===== src/rtl/ndn_pkg.sv =====
// Shared types and constants for the SPI-side packet assembler.
package ndn_pkg;

    localparam int PKT_TYPE_BIT = 7;
    localparam int META_BYTES   = 1;

    typedef enum logic [1:0] {IDLE, PREFIX, DATA} rx_state_t;

    // Total strobes needed for one packet of the given type.
    function automatic int packet_length(input logic is_data, input int prefix_bytes,
                                         input int data_bytes);
        return META_BYTES + prefix_bytes + (is_data ? data_bytes : 0);
    endfunction

endpackage


===== src/rtl/spi_packet_assembler_shift.sv =====
// MSB-first byte shift register; shift_o is the value it would hold after one shift.
module byte_shift_reg #(
    parameter int NBYTES = 8
) (
    input  logic                clk,
    input  logic                rst,
    input  logic                clr_i,
    input  logic                en_i,
    input  logic [7:0]          byte_i,
    output logic [8*NBYTES-1:0] q_o,
    output logic [8*NBYTES-1:0] shift_o
);

    logic [8*NBYTES-1:0] q_q;
    logic [8*NBYTES+7:0] wide;

    // Concatenate then truncate so NBYTES=1 needs no special case.
    assign wide    = {q_q, byte_i};
    assign shift_o = wide[8*NBYTES-1:0];
    assign q_o     = q_q;

    always_ff @(posedge clk) begin
        if (rst || clr_i) q_q <= '0;
        else if (en_i)    q_q <= shift_o;
    end

endmodule


===== src/rtl/spi_packet_assembler.sv =====
// Byte-serial interest/data packet assembler with timeout and held valid/ready output.
module spi_packet_assembler
    import ndn_pkg::*;
#(
    parameter int PREFIX_BYTES   = 8,
    parameter int DATA_BYTES     = 32,
    parameter int TIMEOUT_CYCLES = 64
) (
    input  logic                    clk,
    input  logic                    rst,
    input  logic                    RX_valid,
    input  logic [7:0]              data_SPI_to_FIB,
    input  logic                    pkt_ready,
    output logic                    pkt_valid,
    output logic                    pkt_is_data,
    output logic [7:0]              pkt_metadata,
    output logic [8*PREFIX_BYTES-1:0] pkt_prefix,
    output logic [8*DATA_BYTES-1:0]   pkt_data,
    output logic                    err_timeout,
    output logic                    err_overflow,
    output logic [15:0]             pkt_count
);

    localparam int MAXB   = (PREFIX_BYTES > DATA_BYTES) ? PREFIX_BYTES : DATA_BYTES;
    localparam int CNT_W  = $clog2(MAXB + 1);
    localparam int IDLE_W = $clog2(TIMEOUT_CYCLES);
    localparam logic [CNT_W-1:0]  PREFIX_LAST = CNT_W'(PREFIX_BYTES - 1);
    localparam logic [CNT_W-1:0]  DATA_LAST   = CNT_W'(DATA_BYTES - 1);
    localparam logic [IDLE_W-1:0] IDLE_LAST   = IDLE_W'(TIMEOUT_CYCLES - 2);

    rx_state_t         state_q, state_d;
    logic [CNT_W-1:0]  byte_cnt_q, byte_cnt_d;
    logic [IDLE_W-1:0] idle_q, idle_d;
    logic [7:0]        meta_q, meta_d;
    logic              pre_en, pay_en, asm_clr, done, timeout;

    logic [8*PREFIX_BYTES-1:0] pre_q, pre_shift;
    logic [8*DATA_BYTES-1:0]   pay_q, pay_shift;

    logic                      valid_q, is_data_q, to_q, ov_q;
    logic [7:0]                meta_out_q;
    logic [8*PREFIX_BYTES-1:0] prefix_out_q;
    logic [8*DATA_BYTES-1:0]   data_out_q;
    logic [15:0]               count_q;

    byte_shift_reg #(.NBYTES(PREFIX_BYTES)) u_prefix (
        .clk(clk), .rst(rst), .clr_i(asm_clr), .en_i(pre_en),
        .byte_i(data_SPI_to_FIB), .q_o(pre_q), .shift_o(pre_shift)
    );

    byte_shift_reg #(.NBYTES(DATA_BYTES)) u_payload (
        .clk(clk), .rst(rst), .clr_i(asm_clr), .en_i(pay_en),
        .byte_i(data_SPI_to_FIB), .q_o(pay_q), .shift_o(pay_shift)
    );

    always_ff @(posedge clk) begin
        if (rst) begin
            state_q    <= IDLE;
            byte_cnt_q <= '0;
            idle_q     <= '0;
            meta_q     <= '0;
        end else begin
            state_q    <= state_d;
            byte_cnt_q <= byte_cnt_d;
            idle_q     <= idle_d;
            meta_q     <= meta_d;
        end
    end

    always_comb begin
        state_d    = state_q;
        byte_cnt_d = byte_cnt_q;
        idle_d     = idle_q;
        meta_d     = meta_q;
        pre_en     = 1'b0;
        pay_en     = 1'b0;
        asm_clr    = 1'b0;
        done       = 1'b0;
        timeout    = 1'b0;
        unique case (state_q)
            IDLE: begin
                idle_d = '0;
                if (RX_valid) begin
                    meta_d     = data_SPI_to_FIB;
                    byte_cnt_d = '0;
                    asm_clr    = 1'b1;
                    state_d    = PREFIX;
                end
            end
            PREFIX, DATA: begin
                if (RX_valid) begin
                    idle_d     = '0;
                    byte_cnt_d = byte_cnt_q + 1'b1;
                    if (state_q == PREFIX) begin
                        pre_en = 1'b1;
                        if (byte_cnt_q == PREFIX_LAST) begin
                            byte_cnt_d = '0;
                            if (meta_q[PKT_TYPE_BIT]) begin
                                state_d = DATA;
                            end else begin
                                done    = 1'b1;
                                state_d = IDLE;
                            end
                        end
                    end else begin
                        pay_en = 1'b1;
                        if (byte_cnt_q == DATA_LAST) begin
                            done    = 1'b1;
                            state_d = IDLE;
                        end
                    end
                end else if (idle_q == IDLE_LAST) begin
                    // Partial packet is abandoned; the held output is left alone.
                    timeout = 1'b1;
                    idle_d  = '0;
                    state_d = IDLE;
                end else begin
                    idle_d = idle_q + 1'b1;
                end
            end
            default: state_d = IDLE;
        endcase
    end

    // Output holding register: a completion loads only if the slot is free or being handed off.
    always_ff @(posedge clk) begin
        if (rst) begin
            valid_q      <= 1'b0;
            is_data_q    <= 1'b0;
            meta_out_q   <= '0;
            prefix_out_q <= '0;
            data_out_q   <= '0;
            count_q      <= '0;
            to_q         <= 1'b0;
            ov_q         <= 1'b0;
        end else begin
            to_q <= timeout;
            ov_q <= 1'b0;
            if (done) begin
                if (!valid_q || pkt_ready) begin
                    valid_q      <= 1'b1;
                    is_data_q    <= meta_q[PKT_TYPE_BIT];
                    meta_out_q   <= meta_q;
                    prefix_out_q <= (state_q == PREFIX) ? pre_shift : pre_q;
                    data_out_q   <= meta_q[PKT_TYPE_BIT] ? pay_shift : '0;
                    count_q      <= count_q + 16'd1;
                end else begin
                    ov_q <= 1'b1;
                end
            end else if (pkt_ready) begin
                valid_q <= 1'b0;
            end
        end
    end

    assign pkt_valid    = valid_q;
    assign pkt_is_data  = is_data_q;
    assign pkt_metadata = meta_out_q;
    assign pkt_prefix   = prefix_out_q;
    assign pkt_data     = data_out_q;
    assign err_timeout  = to_q;
    assign err_overflow = ov_q;
    assign pkt_count    = count_q;

endmodule

===== config.mk =====
export PLATFORM = sky130hd
export DESIGN_NAME = spi_packet_assembler
export DESIGN_NICKNAME = d
export VERILOG_FILES = /design/src/rtl/ndn_pkg.sv /design/src/rtl/spi_packet_assembler_shift.sv /design/src/rtl/spi_packet_assembler.sv
export SDC_FILE = /design/constraint.sdc
export NUM_CORES = 1
export LEC_CHECK = 0
export CAP_MARGIN = 20
export CORE_UTILIZATION = 45
export DETAILED_ROUTE_END_ITERATION = 8
export GPL_TIMING_DRIVEN = 1
export PLACE_DENSITY = 0.8
export SLEW_MARGIN = 20
export SYNTH_ARGS = -nofsm -noshare
export SYNTH_HDL_FRONTEND = slang
export SYNTH_SLANG_ARGS = --single-unit

===== constraint.sdc =====
create_clock -name clk -period 2.1 [get_ports clk]
set_input_delay 0.63 -clock clk [delete_from_list [all_inputs] [get_ports clk]]
set_output_delay 0.63 -clock clk [all_outputs]
set_load 0.1 [all_outputs]

==> results by group, run 1 <==
Floorplan
  • Initial core utilization: approximately 46%
  • Die Width: 238 um
  • Core ar.: 54300 um2
  • # rows: 85
  • # IOs: 360
  • Chip height: 238 um
  • Total die area: about 56000 um2

Routing
  • Post-DR wirelength/cell: 18.4 um
  • DR pass1 iterations: 8
  • Routed Wire Length: approximately 77000 um
  • Post-DRT Antenna Nets: 0
  • Detailed Route Iter0 Violations: approximately 2200
  • Vias/cell: around 5.5
  • DRC Markers: 0
  • Vias after detailed routing: 23130

Pwr
  • Peak VDD IR: 0.816 mV
  • Sw Ratio: around a quarter
  • Comb power frac: 10.0%
  • Sequential power share: 45.1%
  • Sw power: between 7 and 8 mW
  • Leak: approximately 12 nW
  • Pwr Density: 787 nW/um2
  • Clock share of power: 44.9%
  • Internal power: 21.8 mW

Synth
  • Synthesized area per cell: 8.19 um2
  • Synth warn: 0
  • Register area share after synthesis: 54.6%
  • Netlist cell types: between 40 and 50
  • Post-Synthesis Cells: 3048
  • Synth async-reset ratio: 0%
  • Most used flip-flop cell after synthesis: dfxtp_1
  • Post-Syn Area: 25000 um2
  • Number of enable flip-flop cells after synthesis: 0
  • Post-synth net total: between 3000 and 4000
  • Synthesized flop and latch total: 681

Place
  • Placed cell areas: around 34000 um2
  • Gpl congestion: 0.844
  • Port buffer count: 359
  • Place WS: -0.485 ns
  • DPL Wire Length: just under 50000 um

Critical path
  • Max FO, Critical Path: 28
  • Startpoint Class: flip-flop
  • Worst EP arrival: roughly 2.6 ns
  • Critical setup path kind: reg -> reg
  • Worst Path Required: ~2.6 ns
  • CP Capture Type: flip-flop

Timing
  • Final worst path period share: 102%
  • Fin crit period: 2.14 ns
  • Slew Limit Fails: 0
  • Final Hold Viols: 0
  • Slew margin rel.: 31.6%
  • Peak Freq: about 470 MHz
  • Setup_tns: -0.0366 ns
  • RSZ-0062 raised after global routing: yes
  • Worst-margin pin slew: around 1 ns
  • Final setup viols: 1
  • Slack of the critical path: -0.0366 ns
  • Clock Skew: 0.0260 ns

GRT
  • Antenna violations before repair: 1
  • Vias in the first global route: approximately 22000
  • GRT Util Overall: 26.0%
  • Largest net degree at the start of global routing: 163
  • Global-route wire length before repair: 119000 um
  • GRT Residual Overflow: 0

CTS
  • Number of buffers created by CTS: 70
  • CTS Hold Bufs: 0
  • Clock Tree Buf Depth: 3
  • CTS tree: done
  • Clk Latency, worst-skew pair: ~0.6 ns
  • H-tree levels: 3
  • Clock-pin slew on the worst setup and hold paths: 0.06 ns
  • CTS root buf: clkbuf_16
  • Clk sinks: 681

Layout
  • Final #Nets: about 3400
  • Register area: 13700 um2
  • Multi-input gate area: 10300 um2
  • Most common cell after layout, fill and taps aside: nand2_1
  • Layout cell share with drive strength beyond 1: approximately a fifth
  • Final core occ: 67.5%
  • Fillers: 3730
  • Most frequent cells in the layout: nand2_1, dfxtp_1, a21oi_1
  • Final instance area: around 37000 um2
  • Layout area overhead: 46.8%

Worst hold path
  • Hold WC Path Type: in -> reg

Status
  • Status: finished with violations
  • Failing checks: negative setup slack

Flow run
  • Max Cap Viol: 0
## synthesized netlist by cell type (2+ instances only)
master | instances | area (um2)
nor2b_1 | 7 | 43.8
clkbuf_1 | 173 | 649
and2_1 | 3 | 18.8
buf_2 | 30 | 150
or3_1 | 6 | 37.5
xnor2_1 | 5 | 43.8
nor2_1 | 90 | 338
nor3_1 | 9 | 45.0
ha_1 | 8 | 100
o21ai_0 | 7 | 35.0
and3_1 | 3 | 18.8
a22oi_1 | 3 | 22.5
buf_1 | 26 | 97.6
mux2_2 | 8 | 90.1
nand2_1 | 927 | 3480
a211oi_1 | 34 | 255
xor2_1 | 3 | 26.3
nor4_1 | 3 | 18.8
and3b_1 | 2 | 17.5
a211oi_2 | 30 | 375
buf_6 | 8 | 90.1
inv_1 | 8 | 30.0
mux2i_1 | 67 | 671
nand3_1 | 263 | 1320
nand2b_1 | 7 | 43.8
nand4_1 | 3 | 18.8
o21bai_1 | 2 | 15.0
a21oi_1 | 595 | 2980
buf_4 | 24 | 180
dfxtp_1 | 681 | 13600
## power groups by stage
stage,registers [mW],clock network [mW],logic (mW)
after global routing,13.0,13.6,3.06
after detailed placement,13.3,0,2.67
final,13.0,13.0,2.90
after global placement,13.3,0,2.65
after CTS,13.0,13.1,2.85
after floorplan,13.3,0,1.55
## stage by stage
| step | power [mW] | hold WS, ns | std cells |
|---|---|---|---|
| after detailed placement | 16.0 | 0.443 | 4030 |
| after CTS | 28.9 | 0.354 | 4165 |
| after global placement | 15.9 | 0.440 | 4030 |
| after floorplan | 14.8 | 0.432 | 3048 |
| after global routing | 29.7 | 0.364 | 4174 |
| final | 28.9 | 0.380 | 4174 |
## metal layers
layer / up-vias / share of wire, % / track usage (%) / wire [um]
met1: 11085 / 40 / 32.2 / 30600
met3: 175 / 8.1 / 5.89 / 6220
li1: 10848 / - / - / -
met4: 0 / 3.2 / 10.2 / 2480
met5: - / 0 / 0 / 0
met2: 1022 / 49 / 43.7 / 37500
## worst max-delay path: stages, from the launching register on
cell and delay [ns]:
dfxtp_4 0.36, buf_6 0.12, ha_4 0.15, and3b_2 0.31, o2111a_4 0.31, buf_12 0.19
buf_12 0.19, nand3_1 0.12, a21oi_1 0.27
## final cells by class
class / count / area share (%)
diodes: 1 / 0.00683
clock buffers: 104 / 5.79
clock inverters: 21 / 0.816
inverters: 8 / 0.0819
multi-input cells: 2098 / 28.1
flip-flops and latches: 681 / 37.2
well taps: 739 / 2.52
repair buffers: 522 / 25.4
## logic make-up (layout without fill, tap and decap cells)
kind of cell	Yosys count	after routing	share of synthesized area (%)
xor gates and xnor gates	8	8	0.281
buffers and inverters	269	655	4.80
adders and majority gates	8	8	0.401
AOI/OAI and AO/OA	678	678	15.0
other	0	1	0
and+or+nand+nor	1329	1329	21.9
muxes	75	75	3.05
DFF	681	681	54.6
## repair_timing
action	4_1_cts	5_1_grt
gates resized for setup	28	22
hold endpoints to repair	0	0
setup buffers	4	3
gates cloned	6	5
endpoints found under the setup margin	465	295
pin swaps	18	10
## sequential cells by signal, summed over array words and instances (netlist names)
| signal | cells |
|---|---|
| pkt_is_data | 1 |
| pkt_metadata | 7 |
| idle_q | 6 |
| err_timeout | 1 |
| u_prefix.q_o | 64 |
| pkt_data | 256 |
| byte_cnt_q | 6 |
| pkt_valid | 1 |
| err_overflow | 1 |
| pkt_prefix | 64 |
| meta_q | 8 |
| pkt_count | 16 |
| u_payload.q_o | 248 |
| state_q | 2 |
## path summary, 6_finish.rpt
kind	cells after the start	endpoint	slack (ns)	from
setup / recovery	8	pkt_data[209]$_SDFFE_PP0P_	-0.04	state_q[0]$_SDFFE_PP0P_
hold reg to reg	2	pkt_metadata[0]$_SDFFE_PP0P_	0.45	meta_q[0]$_SDFFE_PP0P_
setup reg to reg	8	pkt_data[209]$_SDFFE_PP0P_	-0.04	state_q[0]$_SDFFE_PP0P_
hold / removal	2	pkt_data[82]$_SDFFE_PP0P_	0.38	rst
Note: power is estimated with default switching activity, not from simulation.
==> run 2, diff against run 1 <==
--- a/config.mk
+++ b/config.mk
@@ -6,10 +6,10 @@
 export NUM_CORES = 1
 export LEC_CHECK = 0
 export CAP_MARGIN = 20
-export CORE_UTILIZATION = 45
+export CORE_UTILIZATION = 49
 export DETAILED_ROUTE_END_ITERATION = 8
 export GPL_TIMING_DRIVEN = 1
-export PLACE_DENSITY = 0.8
+export PLACE_DENSITY = 0.85
 export SLEW_MARGIN = 20
 export SYNTH_ARGS = -nofsm -noshare
 export SYNTH_HDL_FRONTEND = slang
==> run 2 against run 1 <==
Net effect: the run still ends with negative setup slack left; non-clock buffer count rose by 7; via count is 5.7% higher; wire length increased by 9.8%; utilization up 5.6 points; largest cell class unchanged; clock skew decreased by 0.012 ns; critical path depth down 3; cell area barely moved; sequential power about the same; first-iteration DRC count is 40% higher.
==> results by group, run 2 (synthesized netlist as in run 1, its figures left out) <==
Status
  • Status: finished with violations (unchanged)
  • Failing checks: negative setup slack (unchanged)

Pwr
  • Leak: 12.3 nW (about the same)
  • Pwr Density: 769 nW/um2 (was 787 nW/um2)
  • Peak VDD IR: 1.06 mV (was 0.816 mV)

Timing
  • Fin crit period: 2.22 ns (was 2.14 ns)
  • RSZ-0062 raised after global routing: yes (unchanged)
  • Slew margin rel.: 55.9% (was 31.6%)
  • Slew Limit Fails: 0 (unchanged)
  • Final setup viols: 12 (was 1)
  • Worst-margin pin slew: 0.662 ns (was 1.03 ns)
  • Worst hold slack: 0.323 ns (was 0.380 ns)
  • Final Hold Viols: 0 (unchanged)
  • Slack of the critical path: -0.120 ns (was -0.0366 ns)
  • Clock Skew: 0.0144 ns (was 0.0260 ns)
  • Peak Freq: 450 MHz (was 468 MHz)
  • Setup_tns: -0.523 ns (was -0.0366 ns)
  • Final worst path period share: 106% (was 102%)

CTS
  • CTS root buf: clkbuf_16 (unchanged)
  • Clock-pin slew on the worst setup and hold paths: 0.07 ns (was 0.06 ns)
  • CTS Hold Bufs: 0 (unchanged)
  • Clk Latency, worst-skew pair: 0.59 ns (was 0.60 ns)
  • CTS tree: done (unchanged)
  • Clock Tree Buf Depth: 3 (unchanged)
  • Number of buffers created by CTS: 68 (was 70)
  • H-tree levels: 3 (unchanged)
  • Clk sinks: 681 (unchanged)

Critical path
  • FF-to-FF Start: pkt_count[1]$_SDFFE_PP0P_ (was state_q[0]$_SDFFE_PP0P_)
  • Worst EP arrival: 2.70 ns (was 2.63 ns)
  • Critical setup path kind: reg -> reg (unchanged)
  • Worst Path Required: 2.58 ns (was 2.59 ns)
  • Max FO, Critical Path: 5 (was 28)
  • Reg2reg setup slack: -0.12 ns (was -0.04 ns)
  • Crit-path slowest cell: nand4_1 (was dfxtp_4)
  • Crit-path max cell delay: 0.44 ns (was 0.36 ns)
  • R2r endpoint: pkt_count[14]$_SDFFE_PP0P_ (was pkt_data[209]$_SDFFE_PP0P_)
  • FF-to-FF path depth: 5 (was 8)
  • CP cell instances: ha_1 > and2_1 > nand4_1 > nor3_4 > mux2_2 (was buf_6 > ha_4 > and3b_2 > o2111a_4 > buf_12 > buf_12 > nand3_1 > a21oi_1)
  • Worst setup path startpoint: pkt_count[1]$_SDFFE_PP0P_ (was state_q[0]$_SDFFE_PP0P_)
  • Startpoint Class: flip-flop (unchanged)
  • CP Capture Type: flip-flop (unchanged)
  • Worst Setup EP: pkt_count[14]$_SDFFE_PP0P_ (was pkt_data[209]$_SDFFE_PP0P_)

Layout
  • Most frequent cells in the layout: nand2_1, dfxtp_1, a21oi_1 (unchanged)
  • Max FFs per register: 256 (unchanged)
  • Layout area overhead: 46.8% (about the same)
  • Final #Nets: 3406 (was 3401)
  • Most common cell after layout, fill and taps aside: nand2_1 (unchanged)
  • Register area: 13700 um2 (unchanged)
  • Fillers: 2953 (was 3730)
  • Final core occ: 73.1% (was 67.5%)
  • Layout cell share with drive strength beyond 1: 21.2% (was 20.8%)
  • Final instance area: 36700 um2 (about the same)
  • Multi-input gate area: 10400 um2 (was 10300 um2)

GRT
  • Largest net degree at the start of global routing: 137 (was 163)
  • Vias in the first global route: 23358 (was 22049)
  • Met2 GRT Util: 50.4% (was 43.7%)
  • Global-route wire length before repair: 127000 um (was 119000 um)
  • GRT Residual Overflow: 0 (unchanged)
  • Antenna violations before repair: 0 (was 1)
  • Gr busiest metal: met2 (unchanged)
  • GRT met1 Usage: 36.1% (was 32.2%)
  • GRT Util Overall: 29.8% (was 26.0%)
  • Met3 Usage GRT: 6.98% (was 5.89%)

Floorplan
  • Initial core utilization: 49.8% (was 45.9%)
  • Chip height: 228 um (was 238 um)
  • Total die area: 51900 um2 (was 56400 um2)
  • # rows: 82 (was 85)
  • Die Width: 228 um (was 238 um)
  • # IOs: 360 (unchanged)
  • Core ar.: 50200 um2 (was 54300 um2)

Routing
  • DR pass1 iterations: 6 (was 8)
  • Routed Wire Length: 84400 um (was 76900 um)
  • Post-DRT Antenna Nets: 0 (unchanged)
  • DRC Markers: 0 (unchanged)
  • Vias/cell: 5.95 (was 5.54)
  • Detailed Route Iter0 Violations: 3139 (was 2242)
  • Post-DR wirelength/cell: 20.6 um (was 18.4 um)
  • Vias after detailed routing: 24445 (was 23130)

Place
  • Gpl congestion: 0.840 (was 0.844)
  • DPL Wire Length: 50400 um (was 48700 um)
  • Port buffer count: 359 (unchanged)
  • Place WS: -0.510 ns (was -0.485 ns)
  • Placed cell areas: 33700 um2 (about the same)

Worst hold path
  • Hold WC Path Type: in -> reg (unchanged)

Flow run
  • Max Cap Viol: 0 (unchanged)
[run 2: cell types whose count changed in the layout (fill, tap and decap cells not counted), moves of 3 or more]
cell,delta
clkinv_2,+5
buf_4,-8
buf_6,+4
nor3_1,-5
nor3_4,+4
buf_12,+8
a21oi_2,+6
clkbuf_8,-5
bufbuf_16,-3
a21oi_1,-7
clkinv_4,+3
[run 2: layout make-up]
type | count | area share (%)
multi-input cells | 2098 | 28.4
inverters | 8 | 0.0887
repair buffers | 529 | 25.9
well taps | 672 | 2.29
clock inverters | 24 | 0.751
clock buffers | 94 | 5.32
flip-flops and latches | 681 | 37.2
diodes | 1 | 0.00682
[run 2: report_power, final]
| group | internal, mW | switching (mW) |
|---|---|---|
| sequential | 13.0 | 0.0441 |
| combinational | 1.06 | 1.80 |
| clock | 7.13 | 5.21 |
[run 2: repair_timing]
| action | 4_1_cts | 5_1_grt |
|---|---|---|
| gates resized for setup | 31 | 46 |
| buffers inserted | 5 | 5 |
| cloned | 4 | 8 |
| endpoints found under the setup margin | 371 | 226 |
| pin swaps | 12 | 10 |
[run 2: worst max-delay path: cells and delay by family (launching register included)]
| kind | cells | cell delay [ns] |
|---|---|---|
| simple gates | 3 | 1.06 |
| flops | 1 | 0.43 |
| mux | 1 | 0.37 |
| fa+ha+maj | 1 | 0.24 |
[run 2: how the worst min path moves through the flow]
| stage | slack (ns) | depth (start not counted) | startpoint | endpoint |
|---|---|---|---|---|
| floorplan | 0.43 | 2 | meta_q[0]$_SDFFE_PP0P_ | pkt_metadata[0]$_SDFFE_PP0P_ |
| global placement | 0.44 | 2 | u_prefix.q_o[61]$_SDFFE_PP0P_ | u_prefix.q_o[61]$_SDFFE_PP0P_ |
| detailed placement | 0.45 | 2 | u_prefix.q_o[63]$_SDFFE_PP0P_ | u_prefix.q_o[63]$_SDFFE_PP0P_ |
| CTS | 0.30 | 2 | rst | pkt_data[74]$_SDFFE_PP0P_ |
| global route | 0.32 | 2 | rst | pkt_count[6]$_SDFFE_PP0P_ |
| finish | 0.32 | 2 | rst | pkt_data[70]$_SDFFE_PP0P_ |
[run 2: stage by stage]
stage / instances / power, mW
2_1_floorplan: 3048 / 14.8
3_3_place_gp: 3966 / 16.0
3_5_place_dp: 3966 / 16.0
4_1_cts: 4093 / 28.1
5_1_grt: 4106 / 28.9
6_report: 4107 / 28.2
[run 2: layer usage]
| layer | share of wire, % | vias to the layer above |
|---|---|---|
| met3 | 10 | 333 |
| met4 | 4.6 | 0 |
| met2 | 49 | 1577 |
| li1 | - | 10840 |
| met1 | 36 | 11695 |
| met5 | 0 | - |
